**config.mk**
```make
export PLATFORM = sky130hd
export DESIGN_NAME = fetch_redirect
export DESIGN_NICKNAME = d
export VERILOG_FILES = /design/src/rtl/fetch_redirect_pkg.sv /design/src/rtl/redirect_arbiter.sv /design/src/rtl/fetch_redirect.sv
export SDC_FILE = /design/constraint.sdc
export NUM_CORES = 1
export LEC_CHECK = 0
export ABC_AREA = 1
export BUFFER_PORTS_ARGS = -buffer_cell sky130_fd_sc_hd__buf_4
export CORE_MARGIN = 4
export CORE_UTILIZATION = 39
export CTS_BUF_LIST = sky130_fd_sc_hd__clkbuf_16
export DETAILED_ROUTE_END_ITERATION = 10
export PLACE_DENSITY = 0.71
export SLEW_MARGIN = 5
export SYNTH_ARGS = -nofsm -noshare
export SYNTH_HDL_FRONTEND = slang
export SYNTH_SLANG_ARGS = --single-unit
```
**constraint.sdc**
```tcl
create_clock -name clock -period 4.4 [get_ports clock]
set_clock_uncertainty 0.15 [all_clocks]
set_input_delay 0.44 -clock clock [delete_from_list [all_inputs] [get_ports clock]]
set_output_delay 0.44 -clock clock [all_outputs]
set_load 0.05 [all_outputs]
```
**src/rtl/fetch_redirect_pkg.sv**
```systemverilog
// Shared types for the fetch redirect controller: FSM states,
// redirect causes and the default trap vector.
package fetch_redirect_pkg;

    typedef enum logic [1:0] {
        S_IDLE,
        S_REDIRECT,
        S_FLUSH
    } state_e;

    typedef enum logic [1:0] {
        CAUSE_NONE,
        CAUSE_JUMP,
        CAUSE_BRANCH,
        CAUSE_TRAP
    } cause_e;

    localparam logic [15:0] DEFAULT_TRAP_VECTOR = 16'h0010;

endpackage

```
**src/rtl/redirect_arbiter.sv**
```systemverilog
// Priority select of trap > taken branch > jump, plus target alignment.
// FETCH_REDIRECT_MISALIGN_EN turns unaligned targets into a trap redirect.
module redirect_arbiter
    import fetch_redirect_pkg::*;
#(
    parameter int                    ADDRESS_BITS = 16,
    parameter logic [ADDRESS_BITS-1:0] TRAP_VECTOR =
        ADDRESS_BITS'(DEFAULT_TRAP_VECTOR)
) (
    input  logic                    busy_i,
    input  logic                    jump_valid_i,
    input  logic [ADDRESS_BITS-1:0] jump_target_i,
    input  logic                    branch_valid_i,
    input  logic                    branch_taken_i,
    input  logic [ADDRESS_BITS-1:0] branch_target_i,
    input  logic                    trap_valid_i,
    output cause_e                  cause_o,
    output logic [ADDRESS_BITS-1:0] target_o,
    output logic                    misaligned_o
);

    logic req_trap;
    logic req_branch;
    logic req_jump;

    // Wrong-path jumps/branches are masked while a redirect is in flight.
    assign req_trap   = trap_valid_i;
    assign req_branch = !req_trap && !busy_i
                        && branch_valid_i && branch_taken_i;
    assign req_jump   = !req_trap && !req_branch && !busy_i
                        && jump_valid_i;

    always_comb begin
        cause_o      = CAUSE_NONE;
        target_o     = '0;
        misaligned_o = 1'b0;
        unique case (1'b1)
            req_trap: begin
                cause_o  = CAUSE_TRAP;
                target_o = TRAP_VECTOR;
            end
            req_branch: begin
                cause_o  = CAUSE_BRANCH;
                target_o = branch_target_i;
            end
            req_jump: begin
                cause_o  = CAUSE_JUMP;
                target_o = jump_target_i;
            end
            default: ;
        endcase
`ifdef FETCH_REDIRECT_MISALIGN_EN
        if ((cause_o == CAUSE_JUMP || cause_o == CAUSE_BRANCH)
            && (target_o[1:0] != 2'b00)) begin
            target_o     = TRAP_VECTOR;
            misaligned_o = 1'b1;
        end
`else
        target_o[1:0] = 2'b00;
`endif
    end

endmodule

```
**src/rtl/fetch_redirect.sv**
```systemverilog
// Redirect FSM: one-cycle PC-select pulse followed by a counted flush.
// Optional FETCH_REDIRECT_MISALIGN_EN traps on unaligned targets.
module fetch_redirect
    import fetch_redirect_pkg::*;
#(
    parameter int                    ADDRESS_BITS = 16,
    parameter int                    FLUSH_CYCLES = 2,
    parameter logic [ADDRESS_BITS-1:0] TRAP_VECTOR =
        ADDRESS_BITS'(DEFAULT_TRAP_VECTOR)
) (
    input  logic                    clock,
    input  logic                    reset,
    input  logic [ADDRESS_BITS-1:0] PC,
    input  logic                    jump_valid,
    input  logic [ADDRESS_BITS-1:0] jump_target,
    input  logic                    branch_valid,
    input  logic                    branch_taken,
    input  logic [ADDRESS_BITS-1:0] branch_target,
    input  logic                    trap_valid,
    output logic                    next_PC_select,
    output logic [ADDRESS_BITS-1:0] target_PC,
    output logic                    flush,
    output logic [ADDRESS_BITS-1:0] trap_epc,
    output logic                    misaligned
);

    localparam int CW = $clog2(FLUSH_CYCLES + 1);

    state_e                  state_q;
    logic [CW-1:0]           cnt_q;
    logic                    sel_q;
    logic [ADDRESS_BITS-1:0] target_q;
    logic                    flush_q;
    logic [ADDRESS_BITS-1:0] epc_q;
    logic                    mis_q;

    logic                    busy;
    cause_e                  arb_cause;
    logic [ADDRESS_BITS-1:0] arb_target;
    logic                    arb_mis;

    // Requests open up again during the last flush cycle.
    assign busy = ((state_q == S_REDIRECT) && (FLUSH_CYCLES > 1))
               || ((state_q == S_FLUSH) && (cnt_q > CW'(1)));

    redirect_arbiter #(
        .ADDRESS_BITS (ADDRESS_BITS),
        .TRAP_VECTOR  (TRAP_VECTOR)
    ) u_arb (
        .busy_i          (busy),
        .jump_valid_i    (jump_valid),
        .jump_target_i   (jump_target),
        .branch_valid_i  (branch_valid),
        .branch_taken_i  (branch_taken),
        .branch_target_i (branch_target),
        .trap_valid_i    (trap_valid),
        .cause_o         (arb_cause),
        .target_o        (arb_target),
        .misaligned_o    (arb_mis)
    );

    always_ff @(posedge clock or negedge reset) begin
        if (!reset) begin
            state_q  <= S_IDLE;
            cnt_q    <= '0;
            sel_q    <= 1'b0;
            target_q <= '0;
            flush_q  <= 1'b0;
            epc_q    <= '0;
            mis_q    <= 1'b0;
        end else begin
            sel_q <= 1'b0;
            mis_q <= 1'b0;
            if (arb_cause != CAUSE_NONE) begin
                state_q  <= S_REDIRECT;
                cnt_q    <= '0;
                sel_q    <= 1'b1;
                target_q <= arb_target;
                flush_q  <= 1'b1;
                mis_q    <= arb_mis;
                if (arb_cause == CAUSE_TRAP || arb_mis)
                    epc_q <= PC;
            end else begin
                unique case (state_q)
                    S_REDIRECT: begin
                        if (FLUSH_CYCLES > 1) begin
                            state_q <= S_FLUSH;
                            cnt_q   <= CW'(FLUSH_CYCLES - 1);
                        end else begin
                            state_q <= S_IDLE;
                            flush_q <= 1'b0;
                        end
                    end
                    S_FLUSH: begin
                        if (cnt_q <= CW'(1)) begin
                            state_q <= S_IDLE;
                            cnt_q   <= '0;
                            flush_q <= 1'b0;
                        end else begin
                            cnt_q <= cnt_q - CW'(1);
                        end
                    end
                    default: begin
                        state_q <= S_IDLE;
                        flush_q <= 1'b0;
                    end
                endcase
            end
        end
    end

    assign next_PC_select = sel_q;
    assign target_PC      = target_q;
    assign flush          = flush_q;
    assign trap_epc       = epc_q;
    assign misaligned     = mis_q;

endmodule

```
==> results.py <==
metrics = {
    "run_status": {
        "outcome": "finished clean",
    },
    "yosys": {
        "yosys_warnings": 0,
        "synth_cell_types": 20,
        "syn_inst": 188,
        "netlist_area_sq_mm": 0.00160,
        "synth-seq-cells": 36,
        "ys_top_cells_by_area": "dfrtp_1 (56%), nand2_1 (21%), nand3_1 (5.0%)",
        "syn_avg_cell_area_sq_um": 8.49,
        "ys_seq_area_share_pct": 56.4,
        "synth_top_area_share_pct": 56.4,
        "yosys.area.top_type": "dfrtp_1",
    },
    "clock_tree": {
        "cts_buffers": 5,
        "clk_pin_slew_ps": 50,
        "clock_latency_ps": 270,
        "clkSinkCount": 36,
        "clockBufferDepth": 2,
        "root_buffer": "clkbuf_16",
        "cts.htree.levels": 2,
        "cts_tree": "done",
    },
    "grt": {
        "grtUsageMet2_pct": 27.6,
        "grt_pass1_wl_um": 6240,
        "first_global_vias": 1392,
        "grt_start_max_net_pins": 37,
        "track_usage_pct": 15.5,
        "use_met1_pct": 17.4,
        "grt_busiest_layer": "met2",
        "grt_antenna_before_repair": 0,
        "grtUsageMet3_pct": 4.85,
        "grt_overflow": 0,
    },
    "drt": {
        "first_pass_iters": 4,
        "wire_per_inst_um": 12.2,
        "via_per_inst": 4.59,
        "wirelength_um": 3900,
        "ant_nets": 0,
        "num_vias": 1459,
        "drt_iter0_drc": 78,
        "drc": 0,
    },
    "critical_path": {
        "critPathLaunch": "state_q[0]",
        "r2r_slack_ps": 2360,
        "critPathCaptureType": "register",
        "start_kind": "register",
        "cp_data_arrival_time_ps": 2100,
        "r2r_start": "state_q[0]",
        "cp.required_ps": 4460,
        "crit_type": "reg -> reg",
        "crit_fanout": 15,
    },
    "placement": {
        "port_buffers": 81,
        "place_congestion": 0.746,
        "dp.cells": 309,
        "hpwl_um": 2900,
    },
    "final_layout": {
        "nFillCells": 373,
        "regArea_sq_um": 901,
        "layout-drive-gt1-share_pct": 36.7,
        "nets": 325,
        "area_growth_syn_to_layout_pct": 46.9,
        "final_cells": 318,
        "diodes": 0,
        "multi_input_area_sq_um": 596,
    },
    "run": {
        "maxCapViolations": 0,
    },
    "floorplanning": {
        "die_x_um": 72.0,
        "rows": 22,
        "start_util_pct": 42.0,
        "core_region_area_sq_mm": 0.00380,
        "dieHeight_um": 72.0,
        "die-area_sq_mm": 0.00518,
        "io_pins": 89,
    },
    "timing": {
        "slew_headroom_pct": 55.1,
        "setup_viol": 0,
        "fin_crit_sh_pct": 46.3,
        "rsz0062_at_grt": "false",
        "tns_ps": 0,
        "finalHoldViolations": 0,
        "period_needed_ps": 2040,
        "fmax_mhz": 491,
        "report.final.slew_viol_count": 0,
        "tightest_slew_ps": 672,
    },
    "min_path": {
        "hp-class": "in -> reg",
        "hp-start": "PC[1]",
    },
    "pwr": {
        "leakage_nw": 1.30,
        "ir_worst_vdd_mv": 0.263,
        "power.density_mw_per_mm2": 402,
    },
}
[layout by cell type (no fill, tap or decap), types with 2 or more instances in the layout]
cell,n
nor2_1,5
buf_4,81
nand3_1,16
dfrtp_1,36
o21ai_0,2
clkbuf_16,5
nand2_2,6
inv_2,3
a21oi_1,3
conb_1,3
nand2_1,91
ha_1,2
nor2_4,2
nand4_1,2
inv_1,8
[timing repair]
item                                    in CTS  in global routing
hold endpoints to repair                    36                  0
endpoints found under the setup margin       0                  0
hold buffers                                 1                  0
resized for setup                            0                  0
buffers inserted                             0                  0
[synth_stat cells]
cell type,number
buf_4,5
a21oi_1,3
nor2_2,1
clkbuf_1,1
nand4_1,2
nand3_2,1
nand2_2,6
nor2_4,2
conb_1,1
nor2_1,5
ha_1,2
buf_2,2
nor3_1,1
dfrtp_1,36
inv_1,6
buf_6,2
o21ai_0,2
nand3_1,16
inv_2,3
nand2_1,91
[per-stage QoR]
step / total power [mW] / worst slack, ps / cell area [sq um] / utilization (%) / hold slack (ps)
2_1_floorplan: 0.537 / 2820 / 1600 / - / -5.59
3_3_place_gp: 0.626 / 2090 / 2200 / 57.9 / 276
3_5_place_dp: 0.629 / 2110 / 2200 / 57.9 / 277
4_1_cts: 0.952 / 2370 / 2340 / 61.7 / 212
5_1_grt: 0.987 / 2180 / 2340 / 61.7 / 213
6_report: 0.942 / 2360 / 2340 / 61.7 / 215
[flip-flops by register name (all words and copies together), names as in the netlist]
register,count
target_PC,14
cnt_q,2
next_PC_select,1
trap_epc,16
flush,1
state_q,2
[path summary, 6_finish.rpt]
| kind | to | depth (start not counted) |
|---|---|---|
| max in group asynchronous | next_PC_select | 2 |
| min reg2reg | trap_epc[10] | 2 |
| min | trap_epc[1] | 3 |
| min in group asynchronous | target_PC[13] | 2 |
| max | state_q[1] | 9 |
| max reg2reg | state_q[1] | 9 |
[power breakdown]
group          total [mW]  switching, mW  leakage (nW)  internal (mW)
clock network       0.321          0.118        0.0738          0.203
logic               0.245          0.164         0.769         0.0812
registers           0.376         0.0154         0.452          0.361
[area by class of cell]
class	count	area share, %
Clock buffer	5	5.34
Clock inverter	3	0.480
Inverter	9	1.44
Multi-Input combinational cell	135	25.4
Sequential cell	36	38.4
Tap cell	48	2.56
Timing Repair Buffer	82	26.4
[per-layer routing]
metal / share of wire (%) / up-vias
met5: 0 / -
met4: 1.8 / 0
met1: 39 / 673
met2: 53 / 41
met3: 6.0 / 6
li1: - / 739
[kinds of logic (layout without fill, tap and decap cells)]
| kind of cell | after synthesis | in the layout | synth area share [%] |
|---|---|---|---|
| AO/OA/AOI/OAI | 5 | 5 | 1.57 |
| AND/OR/NAND/NOR | 125 | 125 | 33.5 |
| other | 1 | 3 | 0.235 |
| flip-flops | 36 | 36 | 56.4 |
| buffers and inverters | 19 | 99 | 6.74 |
| adder cells (fa/ha/maj) | 2 | 2 | 1.57 |
[worst max-delay path, cell delays in order, from the launching register on]
cell and delay, ps:
dfrtp_1 350, inv_1 70, ha_1 230, nand2_2 110
nand2_2 70, nor2_2 540, nor2_1 120, nand2_1 160
o21ai_0 110, inv_1 60
Power figures use the tool's default switching activity.
